File: config.mk
export PLATFORM = sky130hd
export DESIGN_NAME = estacao_enchimento
export DESIGN_NICKNAME = d
export VERILOG_FILES = /design/src/rtl/estacao_enchimento_pkg.sv /design/src/rtl/estacao_enchimento_sincronizador.sv /design/src/rtl/estacao_enchimento.sv
export SDC_FILE = /design/constraint.sdc
export NUM_CORES = 1
export LEC_CHECK = 0
export CAP_MARGIN = 20
export CORE_MARGIN = 5
export CORE_UTILIZATION = 25
export DETAILED_ROUTE_END_ITERATION = 16
export PLACE_DENSITY = 0.44
export SETUP_SLACK_MARGIN = 0.2
export SLEW_MARGIN = 0
export SYNTH_ARGS = -nofsm -noshare
export SYNTH_HDL_FRONTEND = slang
export SYNTH_HIERARCHICAL = 1
export SYNTH_SLANG_ARGS = --single-unit
File: constraint.sdc
create_clock -name clk -period 1.7 [get_ports clk]
set_input_delay 0.255 -clock clk [delete_from_list [all_inputs] [get_ports clk]]
set_output_delay 0.255 -clock clk [all_outputs]
set_load 0.01 [all_outputs]
File: src/rtl/estacao_enchimento_pkg.sv
// Shared constants for the filling station: state encodings, default fill
// timeout and the state-to-output decode used by the FSM.
package estacao_enchimento_pkg;

    typedef enum logic [2:0] {
        PARADO    = 3'd0,
        ESTEIRA   = 3'd1,
        ENCHENDO  = 3'd2,
        TRANSFERE = 3'd3,
        ERRO      = 3'd4
    } estado_t;

    localparam int FILL_TIMEOUT_DEFAULT = 100;

    // Output order: {motor, valvula, gar_pronta, alarme_enchimento}
    function automatic logic [3:0] decodifica(input estado_t estado);
        logic [3:0] saidas;
        saidas = 4'b0000;
        case (estado)
            ESTEIRA:   saidas = 4'b1000;
            ENCHENDO:  saidas = 4'b0100;
            TRANSFERE: saidas = 4'b0010;
            ERRO:      saidas = 4'b0001;
            default:   saidas = 4'b0000;
        endcase
        return saidas;
    endfunction

endpackage

File: src/rtl/estacao_enchimento_sincronizador.sv
// Two-flop synchronizer bringing an asynchronous sensor into the clk domain.
module sincronizador (
    input  logic clk,
    input  logic reset,
    input  logic d,
    output logic q
);

    logic meta;

    always_ff @(posedge clk or negedge reset) begin
        if (!reset) begin
            meta <= 1'b0;
            q    <= 1'b0;
        end else begin
            meta <= d;
            q    <= meta;
        end
    end

endmodule

File: src/rtl/estacao_enchimento.sv
// Bottle filling station: conveyor, fill valve with timeout, and hand-off of
// filled bottles to the capping stage.
module estacao_enchimento
    import estacao_enchimento_pkg::*;
#(
    parameter int FILL_TIMEOUT = FILL_TIMEOUT_DEFAULT
) (
    input  logic       clk,
    input  logic       reset,
    input  logic       start,
    input  logic       sensor_garrafa,
    input  logic       sensor_nivel,
    input  logic       done_vedacao,
    input  logic       alarme_vedacao,
    output logic       motor,
    output logic       valvula,
    output logic       gar_pronta,
    output logic       alarme_enchimento,
    output logic [7:0] garrafas_cheias
);

    localparam logic [7:0] TIMER_MAX = 8'(FILL_TIMEOUT - 1);

    estado_t    estado;
    estado_t    estado_prox;
    logic [7:0] timer;
    logic       garrafa_s;
    logic       nivel_s;

    sincronizador u_sinc_garrafa (
        .clk   (clk),
        .reset (reset),
        .d     (sensor_garrafa),
        .q     (garrafa_s)
    );

    sincronizador u_sinc_nivel (
        .clk   (clk),
        .reset (reset),
        .d     (sensor_nivel),
        .q     (nivel_s)
    );

    // Level wins over timeout; start is ignored mid-fill so a bottle is never
    // left half full.
    always_comb begin
        estado_prox = estado;
        case (estado)
            PARADO:
                if (start && !alarme_vedacao) estado_prox = ESTEIRA;
            ESTEIRA:
                if (!start || alarme_vedacao) estado_prox = PARADO;
                else if (garrafa_s)           estado_prox = ENCHENDO;
            ENCHENDO:
                if (nivel_s)                  estado_prox = TRANSFERE;
                else if (timer == TIMER_MAX)  estado_prox = ERRO;
            TRANSFERE:
                if (done_vedacao)
                    estado_prox = (start && !alarme_vedacao) ? ESTEIRA : PARADO;
            ERRO:
                if (!start) estado_prox = PARADO;
            default:
                estado_prox = PARADO;
        endcase
    end

    // Outputs are registered from the next state so they always match the
    // state register; the timer sits at 0 outside ENCHENDO, clearing on entry.
    always_ff @(posedge clk or negedge reset) begin
        if (!reset) begin
            estado            <= PARADO;
            timer             <= 8'd0;
            garrafas_cheias   <= 8'd0;
            motor             <= 1'b0;
            valvula           <= 1'b0;
            gar_pronta        <= 1'b0;
            alarme_enchimento <= 1'b0;
        end else begin
            estado <= estado_prox;
            {motor, valvula, gar_pronta, alarme_enchimento} <= decodifica(estado_prox);
            if (estado == ENCHENDO) timer <= timer + 8'd1;
            else                    timer <= 8'd0;
            if (estado == ENCHENDO && estado_prox == TRANSFERE)
                garrafas_cheias <= garrafas_cheias + 8'd1;
        end
    end

endmodule

==> impl_metrics.yaml <==
outcome:
  status: "finished clean"
cts:
  clk_latency_ns: 0.27
  path_clk_slew_ns: 0.09
  cts_tree: "yes"
  clk_path_buf_depth: 2
  cts_buffers: 3
  cts.sinks: 27
  htree_levels: 1
  clockRootBuffer: "clkbuf_8"
setup_path:
  required_ns: 1.89
  startpoint: "start"
  cp-endpoint: "valvula$_DFF_PN0_"
  r2r_end: "valvula$_DFF_PN0_"
  arrival_ns: 1.66
  r2r_slack_ns: 0.27
  path_class: "primary input to flip-flop"
  reg2regPathDepth: 3
  cp_max_fo: 2
  cp-end-kind: "flip-flop"
  critPathLaunchType: "primary input"
  r2r_start: "estado[2]$_DFF_PN0_"
detailed_routing:
  drt_iter0_markers: 41
  wl_per_cell_microns: 12.4
  vias: 809
  ant_nets: 0
  dr.pass1.iters: 4
  drc: 0
  viasPerCell: 4.68
  drt-total-wl_mm: 2.15
power:
  switching_power_mw: 0.619
  share_seq_of_total_power: 0.467
  clkPwrFrac: 0.187
  ir_worst_vdd_uv: 784
  p_comb_frac: 0.346
  p_int_mw: 1.31
  fin_total_pwr_mw: 1.93
  leakagePower_nw: 0.644
  switching_share: 0.320
  power_density_nw_per_um2: 1310
floorplanning:
  dieArea_sq_um: 6020
  core_area_sq_um: 4380
  die_w_microns: 77.6
  io_pins: 19
  chipHeight_microns: 77.6
  rows: 24
  initial_core_util: 0.260
timing:
  min_period_ns: 1.48
  relSlewSlack: 0.765
  holdWs_ns: 0.348
  worstMarginPinSlew_ns: 0.352
  slew_violations: 0
  finalSetupViolCount: 0
  fin_crit_sh: 0.868
  clock_skew_ns: 0.00993
  final_hold_viol_count: 0
  max_freq_mhz: 678
  rsz0062_at_grt: "false"
logic_synthesis:
  synth_edf_count: 0
  syn-cell-area_sq_um: 1140
  synthTopCellsByArea: "dfrtp_1 59%, xnor2_1 5.4%, nand4_1 2.7%"
  synth-simple-area-share: 0.211
  async_flop_share: 1.00
  synthCells: 95
  synth_top_area_cell: "dfrtp_1"
  muxShareOfSynthArea: 0.00987
  ys_types: 31
  synth-adder-area-share: 0.0219
  synth_top_area_frac: 0.592
  synth_top_family_by_area: "simple AND/OR/NAND/NOR gates"
  synth_fp_nets: 104
  synth_seq_area_share: 0.592
  synth-main-ff-cell: "dfrtp_1"
  synth_most_common_cell: "dfrtp_1"
  synth-compound-area-share: 0.0768
  ys.warnings.count: 6
  ys_ff_latch: 27
  synth_xor_area_frac: 0.0768
  synth_commonest_cells: "27 x dfrtp_1, 7 x xnor2_1, 5 x a21oi_1, 5 x nand2_1, 5 x nand4_1"
  synth.avg_cell_area_sq_um: 12.0
global_route:
  grt_pass1_wl_mm: 3.80
  grt-ovfl-total: 0
  grt_antenna_before_repair: 0
  grt_use_total: 0.0764
  grt_max_degree: 28
  grt_pass1_vias: 821
final_layout:
  design_area_sq_um: 1480
  diodes: 0
  drive_gt1_frac: 0.182
  area_delta_synth_final_pct: 29.7
  fin_util: 0.338
  final_nets: 131
worst_hold_path:
  min_path_type: "primary input to async pin"
place:
  port_buffers: 18
  place_area_sq_um: 1380
  dpl.hpwl_mm: 1.49
  place.gp.congestion: 0.749
run:
  cap_violations: 0
==> final cells by class <==
type | instances | area (sq um)
repair buffers | 25 | 233
multi-input cells | 65 | 460
well taps | 52 | 65.1
fillers | 443 | 2900
clock buffers | 4 | 45.0
flip-flops and latches | 27 | 677
==> layer usage <==
metal	GRT usage	vias up	wire length (microns)
met2	0.131	14	1070
met4	0.0258	0	21
li1	-	390	-
met3	0.0139	4	63
met1	0.0961	401	994
met5	0	-	0
==> cell families (layout without fill, tap and decap cells) <==
family,Yosys count,count (layout)
buf+inv,3,29
xor+xnor,10,10
simple gates,39,39
mux,1,1
flops,27,27
fa+ha+maj,2,2
compound gates,13,13
==> critical path: stages <==
cell	delay, ns
clkdlybuf4s50_1	0.48
or3b_4	0.38
or3_4	0.38
a211oi_2	0.17
==> cells in the final DEF, fill, tap and decap left out, types with 2 or more instances in the layout <==
master / n
dfrtp_1: 26
clkdlybuf4s50_1: 15
xnor2_1: 7
buf_4: 7
a21oi_1: 5
nand2_1: 5
nand4_1: 5
nand3_1: 4
nor2_1: 4
nand2b_1: 3
or3_1: 3
xor2_1: 3
and3_1: 3
clkbuf_8: 3
or2_2: 2
o21ba_2: 2
o21ai_0: 2
ha_1: 2
dlygate4sd2_1: 2
==> power by group through the flow <==
stage / clock, mW / combinational (mW) / sequential, mW
after floorplan: 0 / 0.316 / 0.934
after global placement: 0 / 0.570 / 0.946
after detailed placement: 0 / 0.567 / 0.945
after global routing: 0.399 / 0.755 / 0.926
final: 0.362 / 0.669 / 0.902
after CTS: 0.382 / 0.638 / 0.914
==> through the flow <==
step	cells	setup TNS [ns]	worst slack, ns
global route	173	0	0.207
global placement	163	-0.0479	-0.0479
finish	173	0	0.224
detailed placement	163	-0.0875	-0.0875
CTS	170	0	0.154
floorplan	95	0	0.308
==> repair_timing <==
action / CTS / global route
resized for setup: 4 / 3
pin swaps: 0 / 1
hold buffers: 0 / 0
buffers inserted: 3 / 3
setup endpoints to repair: 7 / 4
==> sequential cells by signal (all words and copies together), names as in the netlist <==
signal	cells
garrafas_cheias	8
timer	8
estado	3
alarme_enchimento	1
gar_pronta	1
motor	1
u_sinc_garrafa/meta	1
u_sinc_garrafa/q	1
u_sinc_nivel/meta	1
u_sinc_nivel/q	1
valvula	1
==> how the worst min path moves through the flow <==
stage / startpoint / slack (ns) / to / cells past startpoint
CTS: u_sinc_garrafa/meta$_DFF_PN0_ / 0.36 / u_sinc_garrafa/q$_DFF_PN0_ / 0
finish: reset / 0.35 / garrafas_cheias[1]$_DFFE_PN0P_ / 2
detailed placement: u_sinc_garrafa/meta$_DFF_PN0_ / 0.34 / u_sinc_garrafa/q$_DFF_PN0_ / 0
global placement: u_sinc_garrafa/meta$_DFF_PN0_ / 0.33 / u_sinc_garrafa/q$_DFF_PN0_ / 0
global route: u_sinc_nivel/meta$_DFF_PN0_ / 0.37 / u_sinc_nivel/q$_DFF_PN0_ / 0
floorplan: reset / -0.04 / alarme_enchimento$_DFF_PN0_ / 0
Note: power is estimated with default switching activity, not from simulation.
